### config.mk
export PLATFORM = sky130hd
export DESIGN_NAME = pipe_stage_buf
export DESIGN_NICKNAME = d
export VERILOG_FILES = /design/src/rtl/pipe_stage_buf.sv
export SDC_FILE = /design/constraint.sdc
export NUM_CORES = 1
export LEC_CHECK = 0
export ABC_AREA = 1
export ABC_CLOCK_PERIOD_IN_PS = 2300
export BUFFER_PORTS_ARGS = -buffer_cell sky130_fd_sc_hd__buf_2
export CORE_ASPECT_RATIO = 0.7
export CORE_MARGIN = 3
export CORE_UTILIZATION = 58
export CTS_CLUSTER_SIZE = 30
export DETAILED_ROUTE_END_ITERATION = 8
export GPL_TIMING_DRIVEN = 0
export PLACE_DENSITY_LB_ADDON = 0.25
export SLEW_MARGIN = 20
export SYNTH_ARGS = -nofsm -noshare
export SYNTH_HDL_FRONTEND = slang
export SYNTH_SLANG_ARGS = --single-unit
### constraint.sdc
create_clock -name clk -period 2.3 [get_ports clk]
set_input_delay 0.115 -clock clk [delete_from_list [all_inputs] [get_ports clk]]
set_output_delay 0.115 -clock clk [all_outputs]
set_load 0.1 [all_outputs]
### src/rtl/pipe_stage_buf.sv
// rtl/pipe_stage_buf.sv - Pipeline-stage register with valid/ready handshake, flush, optional skid entry and event counters
module pipe_stage_buf #(
    parameter int CTRL_W = 12,
    parameter int DATA_W = 128,
    parameter int SKID   = 1,
    parameter int CNT_W  = 16
) (
    input  logic              clk,
    input  logic              reset,
    input  logic              flush,
    input  logic              in_valid,
    output logic              in_ready,
    input  logic [CTRL_W-1:0] in_ctrl,
    input  logic [DATA_W-1:0] in_data,
    output logic              out_valid,
    input  logic              out_ready,
    output logic [CTRL_W-1:0] out_ctrl,
    output logic [DATA_W-1:0] out_data,
    output logic [CNT_W-1:0]  stall_cnt,
    output logic [CNT_W-1:0]  flush_cnt,
    input  logic              cnt_clr
);

    logic              m_valid;
    logic [CTRL_W-1:0] m_ctrl;
    logic [DATA_W-1:0] m_data;
    logic              s_valid;
    logic [CTRL_W-1:0] s_ctrl;
    logic [DATA_W-1:0] s_data;
    logic              accept;
    logic              emit;
    logic              stall_ev;
    logic              flush_ev;

    assign accept    = in_valid && in_ready;
    assign emit      = m_valid && out_ready;
    assign out_valid = m_valid;
    assign out_ctrl  = m_valid ? m_ctrl : '0;
    assign out_data  = m_data;

    generate
        if (SKID != 0) begin : g_skid
            // Registered ready: the skid slot absorbs the one entry in flight when downstream stalls.
            assign in_ready = !s_valid && !flush;

            always_ff @(posedge clk or negedge reset) begin
                if (!reset) begin
                    s_valid <= 1'b0;
                    s_ctrl  <= '0;
                    s_data  <= '0;
                end else if (flush) begin
                    s_valid <= 1'b0;
                    s_ctrl  <= '0;
                end else if (emit && s_valid) begin
                    s_valid <= 1'b0;
                    s_ctrl  <= '0;
                end else if (accept && m_valid && !emit) begin
                    s_valid <= 1'b1;
                    s_ctrl  <= in_ctrl;
                    s_data  <= in_data;
                end
            end
        end else begin : g_noskid
            assign in_ready = (!m_valid || out_ready) && !flush;
            assign s_valid  = 1'b0;
            assign s_ctrl   = '0;
            assign s_data   = '0;
        end
    endgenerate

    // Promotion from skid takes precedence; in_ready is low whenever the skid is occupied.
    always_ff @(posedge clk or negedge reset) begin
        if (!reset) begin
            m_valid <= 1'b0;
            m_ctrl  <= '0;
            m_data  <= '0;
        end else if (flush) begin
            m_valid <= 1'b0;
            m_ctrl  <= '0;
        end else if (emit && s_valid) begin
            m_valid <= 1'b1;
            m_ctrl  <= s_ctrl;
            m_data  <= s_data;
        end else if (accept && (!m_valid || emit)) begin
            m_valid <= 1'b1;
            m_ctrl  <= in_ctrl;
            m_data  <= in_data;
        end else if (emit) begin
            m_valid <= 1'b0;
            m_ctrl  <= '0;
        end
    end

    assign stall_ev = m_valid && !out_ready;
    assign flush_ev = flush && (m_valid || s_valid);

    always_ff @(posedge clk or negedge reset) begin
        if (!reset) begin
            stall_cnt <= '0;
            flush_cnt <= '0;
        end else if (cnt_clr) begin
            stall_cnt <= '0;
            flush_cnt <= '0;
        end else begin
            if (stall_ev && (stall_cnt != {CNT_W{1'b1}})) begin
                stall_cnt <= stall_cnt + CNT_W'(1);
            end
            if (flush_ev && (flush_cnt != {CNT_W{1'b1}})) begin
                flush_cnt <= flush_cnt + CNT_W'(1);
            end
        end
    end

endmodule

==> results of run 1 <==
state kept, by name (all words and copies together) (netlist names):
name and cells:
flush_cnt 16, m_ctrl 12, out_data 128, out_valid 1, s_ctrl 12, s_data 128, s_valid 1, stall_cnt 16
critical path, cell delays in order, from the launching register on:
cell and delay, ns:
dfrtp_1 0.39, buf_2 0.17, nand3_2 0.24, buf_2 0.38
clkbuf_1 0.41, nor2_1 0.14, a21oi_1 0.19, a21oi_1 0.10
power groups by stage:
stage	sequential [mW]	clock (mW)	combinational [mW]
final	6.98	5.07	5.88
after floorplan	10.2	0	1.11
after detailed placement	7.01	0	5.58
after CTS	6.94	5.10	5.79
after global placement	6.98	0	5.46
after global routing	7.06	5.32	6.16
per-layer routing:
metal  track usage [%]  share of wire (%)  wire (um)  up-vias
met1             45.82                 38      17560     6719
met3             7.320                 10       4565      198
li1                  -                  -          -     6360
met5                 0                  0          0        -
met2             56.60                 47      21410      921
met4             14.54                4.7       2171        0
Yosys cell counts:
cell | instances | area, um^2
a21oi_1 | 307 | 1536
a21oi_4 | 1 | 16.27
buf_1 | 2 | 7.510
buf_2 | 55 | 275.3
buf_4 | 3 | 22.52
buf_6 | 13 | 146.4
clkbuf_1 | 26 | 97.59
clkinv_1 | 1 | 3.750
dfrtp_1 | 314 | 7858
ha_1 | 2 | 25.02
inv_1 | 200 | 750.7
inv_2 | 2 | 7.510
nand2_1 | 223 | 837.1
nand2_2 | 1 | 6.260
nand3_1 | 31 | 155.2
nand3_2 | 3 | 30.03
nand3b_1 | 1 | 7.510
nand4_1 | 23 | 143.9
nor2_1 | 335 | 1257
nor2_2 | 4 | 25.02
nor2_4 | 1 | 11.26
nor3_1 | 2 | 10.01
o21ai_0 | 98 | 490.5
o21ai_2 | 2 | 17.52
o21bai_1 | 4 | 30.03
o22ai_1 | 24 | 150.1
or2_2 | 3 | 18.77
xor2_1 | 7 | 61.31
worst max-delay path by stage:
stage,slack (ns),from,to,cells after the start
6_report,0.13,out_valid$_DFFE_PN0P_,out_data[56]$_DFFE_PN0P_,7
5_1_grt,0.01,out_valid$_DFFE_PN0P_,out_data[62]$_DFFE_PN0P_,7
4_1_cts,0.07,out_valid$_DFFE_PN0P_,out_ctrl[1],5
3_5_place_dp,0.24,out_valid$_DFFE_PN0P_,out_data[3]$_DFFE_PN0P_,6
3_3_place_gp,-5.40,reset,stall_cnt[1]$_DFFE_PN0P_,1
2_1_floorplan,0.01,flush_cnt[0]$_DFFE_PN0P_,flush_cnt[7]$_DFFE_PN0P_,10
cell type report:
class | instances | area [um^2] | area share [%]
Clock buffer | 37 | 795.8 | 4.298
Tap cell | 312 | 390.4 | 2.109
Clock inverter | 12 | 188.9 | 1.021
Sequential cell | 314 | 7860 | 42.46
Inverter | 203 | 762.0 | 4.116
Antenna cell | 2 | 5.005 | 0.02703
Multi-Input combinational cell | 1072 | 4830 | 26.09
Buffer | 99 | 550.5 | 2.974
Timing Repair Buffer | 465 | 3131 | 16.91
kinds of logic after synthesis:
group | count (synthesis) | synth area share [%]
AND/OR/NAND/NOR | 627 | 17.88
flip-flops | 314 | 56.13
buffers and inverters | 302 | 9.367
XOR/XNOR | 7 | 0.4380
AO/OA/AOI/OAI | 436 | 16.01
adder cells (fa/ha/maj) | 2 | 0.1787
repair_timing:
action,4_1_cts,5_1_grt
resized for setup,0,4
hold buffers,144,0
setup endpoints to repair,0,5
hold endpoints to repair,362,0
==> results_dict.tcl, run 1 <==
set metrics [dict create \
    status "complete, no violations" \
    clock-sinks 314 \
    power.share.clock_pct 28.3 \
    ioPinCount 320 \
    clockRootBuffer "clkbuf_16" \
    p_seq_share_pct 38.9 \
    vias 14200 \
    layout-drive-gt1-share_pct 20.75 \
    stdcell_area_mm2 0.01851 \
    swShare_pct 40.98 \
    fin_ws_ns 0.1331 \
    finalCritPeriodShare_pct 94.21 \
    worstSetupPathType "reg2reg" \
    yosysSeqAreaShare_pct 56.13 \
    die_h_um 136.0 \
    synth.cell_area_mm2 0.01400 \
    hold_viol 0 \
    required_ns 2.72 \
    nNetsFinal 2332 \
    rows 46 \
    yosys_register_bits 314 \
    overflow 0 \
    whs_endpoint "out_valid$_DFFE_PN0P_" \
    fin_util_pct 79.81 \
    power.total_mw 17.92 \
    start_util_pct 60.35 \
    fmax_mhz 461.5 \
    post-place-ws_ns 0.2434 \
    synth_fp_nets 1836 \
    setup_violations 0 \
    start_kind "flip-flop" \
    comb_power_share_pct 32.8 \
    r2r_cells 7 \
    core_mm2 0.02319 \
    grt_max_degree 100 \
    drc_errors 0 \
    final_common_cell "buf_2" \
    ant_nets 0 \
    p_switching_mw 7.345 \
    yosys_warnings 0 \
    dpl.cell_count 2321 \
    dieArea_mm2 0.02607 \
    synth_area_per_cell_um2 8.293 \
    min_path_cells 5 \
    h-tree-depth 1 \
    r2r-end "out_data[56]$_DFFE_PN0P_" \
    fillers 1495 \
    slew_violations 0 \
    cts_buffers 29 \
    rsz0062_at_grt "false" \
    grt_first_pass_wirelength_um 72760 \
    total_leakage_power_nw 9.604 \
    worstMarginPinSlew_ns 0.6069 \
    syn_inst 1688 \
    gp_congestion 0.9048 \
    min_from "in_valid" \
    crit_path_end_kind "flip-flop" \
    viasPerCell 5.643 \
    setup_tns_ns 0 \
    r2r_setup_slack_ns 0.13 \
    rr_startpoint "out_valid$_DFFE_PN0P_" \
    cts_buffer_depth 3 \
    maxCapViolCount 0 \
    cts_tree "done" \
    period_minus_slack_ns 2.167 \
    drt_first_pass_iters 8 \
    area_delta_synth_final_pct 32.25 \
    wl_um 45710 \
    critical_path_peak_fanout 10 \
    fin_cells 2516 \
    synth_cell_types 28 \
    final_cell_mix "buf_2 (370), nor2_1 (335), dfrtp_1 (312)" \
    power_density_mw_per_mm2 968.2 \
    track_usage_pct 34.79 \
    hold_class "in2reg" \
    portBuffers 318 \
    hold_slack_ns 0.03552 \
    ir_drop_mv 0.9039 \
    fp.dieW_um 191.7 \
    postCtsSetupRepairBufs 0 \
    finClkSkew_ns 0.01328 \
    arrival_ns 2.59 \
    first_global_vias 14230 \
    drt_iter0_markers 1367 \
    intPower_mw 10.58 \
    dpl_cell_area_mm2 0.01608 \
    clock_latency_ns 0.55 \
    drt-wirelength-per-cell_um 18.17 \
    path_clk_slew_ns 0.07 \
    grt_antenna_before_repair 1 \
    max-slew-margin-rel_pct 59.54 \
    dpl.hpwl_um 28640 \
]
(Power assumes the default switching activity.)
==> inputs of run 2 (changes only) <==
BUFFER_PORTS_ARGS = -buffer_cell sky130_fd_sc_hd__clkbuf_2   (was -buffer_cell sky130_fd_sc_hd__buf_2)
==> run 2 against run 1 <==
Combinational power is essentially flat. Clock skew is 0.0020 ns higher. Setup slack got worse by 0.062 ns. Critical path type unchanged. Global-route usage about the same. Non-clock buffer count did not move. Critical path depth unchanged.
==> results_dict.tcl, run 2 (same netlist as run 1, synthesis figures left out) <==
set metrics [dict create \
    postCtsSetupRepairBufs 0 \
    setup_violations 0 \
    drt_iter0_markers 1266 \
    critPathTopFamily "buffers and inverters" \
    max-slew-margin-rel_pct 49.72 \
    die_h_um 136.0 \
    dieArea_mm2 0.02607 \
    hold_viol 0 \
    rr_startpoint "out_valid$_DFFE_PN0P_" \
    cts_buffers 30 \
    area_delta_synth_final_pct 32.62 \
    max_stage_delay_ns 0.48 \
    slew_violations 0 \
    arrival_ns 2.65 \
    comb_power_share_pct 32.4 \
    path_buf_inv 3 \
    min_path_cells 5 \
    power.total_mw 18.10 \
    dpl.cell_count 2321 \
    fmax_mhz 448.6 \
    start_kind "flip-flop" \
    clock_latency_ns 0.55 \
    finalCritPeriodShare_pct 96.92 \
    power_density_mw_per_mm2 975.0 \
    critical_path_peak_fanout 10 \
    worstMarginPinSlew_ns 0.7542 \
    track_usage_pct 34.81 \
    drt_first_pass_iters 6 \
    slowest_stage "clkbuf_1" \
    fillers 1492 \
    maxCapViolCount 0 \
    ir_drop_mv 0.8339 \
    whs_endpoint "out_valid$_DFFE_PN0P_" \
    nNetsFinal 2333 \
    path_cells "buf_2 > nand3_2 > buf_2 > clkbuf_1 > nor2_1 > a21oi_1 > a21oi_1" \
    min_from "in_valid" \
    first_global_vias 14200 \
    swShare_pct 41.22 \
    drc_errors 0 \
    intPower_mw 10.64 \
    grt_max_degree 95 \
    rsz0062_at_grt "false" \
    viasPerCell 5.615 \
    drt-wirelength-per-cell_um 18.12 \
    required_ns 2.72 \
    fp.dieW_um 191.7 \
    cts_buffer_depth 3 \
    status "complete, no violations" \
    ioPinCount 320 \
    total_leakage_power_nw 9.686 \
    p_switching_mw 7.462 \
    r2r_setup_slack_ns 0.07 \
    p_seq_share_pct 38.6 \
    cts_tree "done" \
    h-tree-depth 1 \
    vias 14160 \
    ant_nets 0 \
    finClkSkew_ns 0.01524 \
    clock-sinks 314 \
    layout-drive-gt1-share_pct 20.88 \
    hold_class "in2reg" \
    rows 46 \
    fin_cells 2522 \
    period_minus_slack_ns 2.229 \
    portBuffers 318 \
    r2r-end "out_data[55]$_DFFE_PN0P_" \
    wl_um 45700 \
    grt_first_pass_wirelength_um 72390 \
    final_common_cell "nor2_1" \
    crit_path_end_kind "flip-flop" \
    stdcell_area_mm2 0.01857 \
    dpl.hpwl_um 28700 \
    core_mm2 0.02319 \
    gp_congestion 0.8965 \
    final_cell_mix "nor2_1 (335), clkbuf_2 (315), dfrtp_1 (312)" \
    grt_antenna_before_repair 1 \
    worstSetupPathType "reg2reg" \
    dpl_cell_area_mm2 0.01607 \
    overflow 0 \
    start_util_pct 60.35 \
    clockRootBuffer "clkbuf_16" \
    r2r_cells 7 \
    power.share.clock_pct 28.9 \
    path_clk_slew_ns 0.07 \
]
==> run 2: cell count changes in the layout (fill, tap and decap cells not counted), sizes merged <==
cell / before / now
clkinvlp: 0 / 1
buf: 392 / 80
clkinv: 7 / 4
bufinv: 5 / 3
inv: 203 / 204
clkbuf: 65 / 386
==> run 2: worst max-delay path by stage <==
stage | start | end | slack [ns] | cells past startpoint
5_1_grt | out_valid$_DFFE_PN0P_ | out_data[63]$_DFFE_PN0P_ | 0.005 | 6
4_1_cts | out_valid$_DFFE_PN0P_ | out_ctrl[10] | 0.04 | 5
2_1_floorplan | flush_cnt[0]$_DFFE_PN0P_ | flush_cnt[7]$_DFFE_PN0P_ | 0.01 | 10
3_3_place_gp | reset | stall_cnt[1]$_DFFE_PN0P_ | -6.22 | 1
6_report | out_valid$_DFFE_PN0P_ | out_data[55]$_DFFE_PN0P_ | 0.07 | 7
3_5_place_dp | out_valid$_DFFE_PN0P_ | out_data[54]$_DFFE_PN0P_ | 0.23 | 7
==> run 2: layout make-up <==
cell class	instances	area (um^2)	area share (%)
Sequential cell	314	7860	42.34
Multi-Input combinational cell	1072	4830	26.01
Timing Repair Buffer	465	3124	16.83
Clock buffer	46	912.1	4.913
Inverter	203	762.0	4.104
Buffer	99	551.8	2.972
Tap cell	312	390.4	2.103
Clock inverter	9	130.1	0.7009
Antenna cell	2	5.005	0.02696
==> run 2: routing by layer <==
metal,track usage [%],up-vias,wire length [um]
li1,-,6386,-
met1,45.76,6782,17940
met2,57.52,828,21770
met3,6.598,165,3974
met4,14.09,0,2016
met5,0,-,0
==> run 2: per-stage QoR <==
stage / setup TNS [ns] / setup slack (ns) / hold slack [ns] / util (%)
global route: 0 / 0.004678 / 0.07689 / 80.03
floorplan: 0 / 0.01022 / -0.1806 / -
detailed placement: 0 / 0.2323 / 0.2270 / 69.30
CTS: 0 / 0.03537 / 0.005818 / 80.01
global placement: -1747.35 / -6.223 / 0.3751 / 68.91
finish: 0 / 0.07094 / 0.01924 / 80.04
==> run 2: worst min-delay path, cell delays in order <==
cell and delay [ns]:
clkbuf_2 0.11, nand3_2 0.13, nand3_1 0.08, nand2_1 0.06, inv_1 0.03
==> run 2: power groups by stage <==
| stage | Sequential (mW) | Combinational, mW | Clock [mW] |
|---|---|---|---|
| 2_1_floorplan | 10.2 | 1.11 | 0 |
| 3_3_place_gp | 7.01 | 5.44 | 0 |
| 3_5_place_dp | 7.03 | 5.56 | 0 |
| 4_1_cts | 6.95 | 5.78 | 5.24 |
| 5_1_grt | 7.07 | 6.15 | 5.48 |
| 6_report | 7.00 | 5.87 | 5.24 |
==> run 2: repair_timing <==
| action | in CTS | in global routing |
|---|---|---|
| resized for setup | 0 | 8 |
| hold buffers | 144 | 0 |
| hold endpoints to repair | 368 | 0 |
| setup endpoints to repair | 0 | 10 |
